File: src/rtl/fetch_ctrl.sv
// Instruction-fetch sequencer: owns the PC, issues one memory request at a time,
// hands instructions to decode, and kills stale responses on redirect (FETCH_PERF_EN adds counters).
module fetch_ctrl #(
    parameter int                AWIDTH   = 32,
    parameter int                DWIDTH   = 32,
    parameter logic [AWIDTH-1:0] BASEADDR = 32'h01000000
) (
    input  logic              clk,
    input  logic              rst,
    input  logic              redirect_i,
    input  logic [AWIDTH-1:0] redirect_pc_i,
    output logic              mem_req_o,
    output logic [AWIDTH-1:0] mem_addr_o,
    input  logic              mem_gnt_i,
    input  logic              mem_rvalid_i,
    input  logic [DWIDTH-1:0] mem_rdata_i,
    output logic              insn_valid_o,
    input  logic              insn_ready_i,
    output logic [AWIDTH-1:0] pc_o,
    output logic [DWIDTH-1:0] insn_o
`ifdef FETCH_PERF_EN
    ,
    output logic [31:0]       fetch_cnt_o,
    output logic [31:0]       stall_cnt_o
`endif
);

    localparam logic [1:0] S_REQ   = 2'd0;
    localparam logic [1:0] S_WAIT  = 2'd1;
    localparam logic [1:0] S_DRAIN = 2'd2;
    localparam logic [1:0] S_OUT   = 2'd3;

    logic [1:0]        state;
    logic [1:0]        state_nx;
    logic [AWIDTH-1:0] pc;
    logic [AWIDTH-1:0] pc_nx;
    logic [AWIDTH-1:0] target;
    logic              load;
    logic              unused_lsb;

    assign target     = {redirect_pc_i[AWIDTH-1:2], 2'b00};
    assign unused_lsb = ^redirect_pc_i[1:0];
    assign mem_req_o  = (state == S_REQ) && !rst;
    assign mem_addr_o = pc;

    always_comb begin
        state_nx = state;
        pc_nx    = pc;
        load     = 1'b0;
        unique case (state)
            S_REQ: begin
                if (redirect_i) begin
                    pc_nx = target;
                    if (mem_gnt_i) state_nx = S_DRAIN;
                end else if (mem_gnt_i) begin
                    state_nx = S_WAIT;
                end
            end
            S_WAIT: begin
                if (redirect_i) begin
                    pc_nx    = target;
                    state_nx = mem_rvalid_i ? S_REQ : S_DRAIN;
                end else if (mem_rvalid_i) begin
                    state_nx = S_OUT;
                    load     = 1'b1;
                end
            end
            S_DRAIN: begin
                // The stale response is swallowed; a redirect only retargets the PC.
                if (redirect_i) pc_nx = target;
                if (mem_rvalid_i) state_nx = S_REQ;
            end
            S_OUT: begin
                if (redirect_i) begin
                    pc_nx    = target;
                    state_nx = S_REQ;
                end else if (insn_ready_i) begin
                    pc_nx    = pc + AWIDTH'(4);
                    state_nx = S_REQ;
                end
            end
            default: state_nx = S_REQ;
        endcase
    end

    always_ff @(posedge clk or posedge rst) begin
        if (rst) begin
            state        <= S_REQ;
            pc           <= BASEADDR;
            insn_valid_o <= 1'b0;
            pc_o         <= BASEADDR;
            insn_o       <= '0;
        end else begin
            state        <= state_nx;
            pc           <= pc_nx;
            insn_valid_o <= (state_nx == S_OUT);
            if (load) begin
                pc_o   <= pc;
                insn_o <= mem_rdata_i;
            end
        end
    end

`ifdef FETCH_PERF_EN
    always_ff @(posedge clk or posedge rst) begin
        if (rst) begin
            fetch_cnt_o <= '0;
            stall_cnt_o <= '0;
        end else begin
            if (state == S_OUT && insn_ready_i && !redirect_i)
                fetch_cnt_o <= fetch_cnt_o + 32'd1;
            if (state == S_OUT && !insn_ready_i)
                stall_cnt_o <= stall_cnt_o + 32'd1;
        end
    end
`endif

endmodule

File: config.mk
export PLATFORM = sky130hd
export DESIGN_NAME = fetch_ctrl
export DESIGN_NICKNAME = d
export VERILOG_FILES = /design/src/rtl/fetch_ctrl.sv
export SDC_FILE = /design/constraint.sdc
export NUM_CORES = 1
export LEC_CHECK = 0
export ABC_CLOCK_PERIOD_IN_PS = 3500
export BUFFER_PORTS_ARGS = -buffer_cell sky130_fd_sc_hd__clkbuf_2
export CORE_MARGIN = 3
export CORE_UTILIZATION = 35
export DETAILED_ROUTE_END_ITERATION = 10
export PLACE_DENSITY = 0.64
export SYNTH_ARGS = -nofsm -noshare
export SYNTH_HDL_FRONTEND = slang
export SYNTH_SLANG_ARGS = --single-unit
File: constraint.sdc
create_clock -name clk -period 3.5 [get_ports clk]
set_input_delay 0.175 -clock clk [delete_from_list [all_inputs] [get_ports clk]]
set_output_delay 0.175 -clock clk [all_outputs]
set_load 0.02 [all_outputs]
==> flow_summary.json <==
{
  "netlist_area_um2": 4300,
  "dpl_cell_area_um2": 5210,
  "synthArstFlopShare": 1.00,
  "final_cell_mix": "clkbuf_2 (161), dfrtp_1 (93), mux2_2 (59), nand2_1 (33), o21ai_0 (22)",
  "chipHeight_um": 117,
  "port_buffers": 161,
  "startpoint_type": "flip-flop",
  "via_count": 3313,
  "start_util": 0.367,
  "post_cts_buffers": 0,
  "crit_family": "simple AND/OR/NAND/NOR gates",
  "endpoint": "mem_addr_o[31]$_DFFE_PP0P_",
  "grt_max_degree": 68,
  "instances_no_fill": 662,
  "vias_per_cell": 5.00,
  "layout_commonest_cell": "clkbuf_2",
  "slew_headroom": 0.437,
  "finalSetupViolCount": 0,
  "dp_hpwl_um": 7930,
  "ir_drop_v": 0.000376,
  "critPathBufInv": 0,
  "synth.distinct_cells": 49,
  "antenna_found_initial": 0,
  "whs_ps": -2.84,
  "layout.nets": 585,
  "fin_crit_sh": 0.614,
  "powerDensity_nw_per_um2": 750,
  "worstSetupEndpointType": "flip-flop",
  "power.total_w": 0.00413,
  "diodes": 0,
  "synth_seq_area_share": 0.553,
  "grt_pass1_vias": 3231,
  "cp.arrival_ps": 2370,
  "drive_gt1_frac": 0.491,
  "rows": 39,
  "cp_slowest_stage_delay_ps": 580,
  "critPathKind": "reg2reg",
  "detail-route-antenna-nets": 0,
  "cts_tree": "done",
  "yosys.area_share.xor_xnor": 0.0387,
  "synth_cells": 356,
  "cp_max_fo": 11,
  "yosysWarnings": 0,
  "cts_max_path_buffers": 2,
  "grt_pass1_wl_um": 16600,
  "r2r-start": "state[1]$_DFF_PP0_",
  "drt_first_pass_iters": 4,
  "startpoint": "state[1]$_DFF_PP0_",
  "synthMuxAreaShare": 0.167,
  "worstReg2RegEnd": "mem_addr_o[31]$_DFFE_PP0P_",
  "failed_checks": "hold timing",
  "cts_root_buffer": "clkbuf_16",
  "overflow": 0,
  "synth_compound_area_frac": 0.0686,
  "clkSinkCount": 95,
  "syn_to_final_growth_pct": 28.0,
  "ios": 168,
  "core_region_area_um2": 11700,
  "tightest_slew_ps": 845,
  "grt_usage": 0.157,
  "final_design_area_no_fill_um2": 5500,
  "period_needed_ps": 2150,
  "ys_ff_latch": 95,
  "ff2ff_path_depth": 5,
  "die_area_um2": 13700,
  "reg2reg_slack_ps": 1350,
  "holdBufCountCts": 0,
  "dpl.cell_count": 646,
  "synthSimpleGateAreaFrac": 0.135,
  "wl_per_cell_um": 15.9,
  "path_cells": "and3_1, nand3_2, nor4_1, and4_1, nor3_1",
  "finalMaxSlewViolations": 0,
  "hp-class": "in2async",
  "required_ps": 3720,
  "synth_top_family_by_area": "multiplexers",
  "clk_pin_slew_worst_paths_ps": 60,
  "synthAdderAreaFrac": 0.00291,
  "drc": 0,
  "outcome": "finished, violations left",
  "cts_buffers": 9,
  "yosys_most_used_dff": "dfrtp_1",
  "cts_resized": 0,
  "p_leak_nw": 2.61,
  "routed_wl_um": 10500,
  "critPathSlowestCell": "nor4_1",
  "skew_ps": 4.18,
  "synth-edff-count": 0,
  "worst-path-stages": 5,
  "synth.avg_cell_area_um2": 12.1,
  "max_freq_mhz": 465,
  "clock_latency_ps": 340,
  "setup_tns_ps": 0,
  "htreeDepth": 3,
  "drt-initial-drc-count": 185,
  "die_w_um": 117,
  "fill_cells": 1111,
  "place_congestion": 0.883,
  "rsz0062_at_grt": "false",
  "hold_viol_final": 4,
  "maxCapViolations": 0
}
sequential cells by signal, summed over array words and instances, names as in the netlist:
signal	flops
insn_o	32
insn_valid_o	1
mem_addr_o	30
pc_o	30
state	2
worst min-delay path by stage:
stage,start,endpoint,slack [ps],cells after the start
CTS,redirect_pc_i[24],mem_addr_o[24]$_DFFE_PP1P_,20,3
finish,rst,pc_o[5]$_DFFE_PP0P_,-3,2
floorplan,redirect_pc_i[24],mem_addr_o[24]$_DFFE_PP1P_,290,2
detailed placement,redirect_pc_i[24],mem_addr_o[24]$_DFFE_PP1P_,390,3
global placement,redirect_pc_i[24],mem_addr_o[24]$_DFFE_PP1P_,380,3
global route,mem_rdata_i[6],insn_o[6]$_DFFE_PP0P_,40,2
synthesized netlist by cell type (6+ instances only):
cell type | instances | area share
a21oi_1 | 11 | 0.013
and3_1 | 7 | 0.010
buf_2 | 7 | 0.0081
dfrtp_1 | 93 | 0.54
inv_1 | 6 | 0.0052
mux2_2 | 59 | 0.15
nand2_1 | 33 | 0.029
nand3_1 | 7 | 0.0081
nand4_1 | 7 | 0.010
nor2_1 | 9 | 0.0079
nor3_1 | 11 | 0.013
o21ai_0 | 22 | 0.026
xnor2_1 | 13 | 0.026
xor2_1 | 6 | 0.012
cell type report:
class / count / area (µm²) / area share
clock buffer: 12 / 246 / 0.0448
tap: 143 / 179 / 0.0325
timing repair buffer: 165 / 836 / 0.152
multi-input combinational: 236 / 1790 / 0.325
inverter: 7 / 28.8 / 0.00523
sequential: 95 / 2380 / 0.432
clock inverter: 4 / 45.0 / 0.00818
stage by stage:
stage | hold slack [ps] | setup slack, ps | utilization
after floorplan | 286 | 851 | -
after global placement | 385 | 1450 | 0.445
after detailed placement | 389 | 1420 | 0.445
after CTS | 24.4 | 1390 | 0.470
after global routing | 41.6 | 1170 | 0.470
final | -2.84 | 1350 | 0.470
layer usage:
layer	GRT usage	routed length [µm]
met4	0.0703	263
met5	0	0
met1	0.211	4760
met3	0.0391	704
met2	0.240	4780
cells by family after synthesis:
logic type / count (synthesis)
XOR/XNOR: 19
buffers and inverters: 28
multiplexers: 64
AO/OA/AOI/OAI: 50
AND/OR/NAND/NOR: 98
other: 1
adder cells (fa/ha/maj): 1
flip-flops: 95
worst reg2reg max path: cells and delay by family (launching register included):
kind,cells,cell delay [ps]
DFF,1,570
and+or+nand+nor,5,1460
power breakdown:
part	switching, W	internal, W	leakage, nW
clock network	0.000395	0.000570	0.146
logic	0.000826	0.000586	1.31
registers	0.000258	0.00149	1.16
Power figures use the tool's default switching activity.
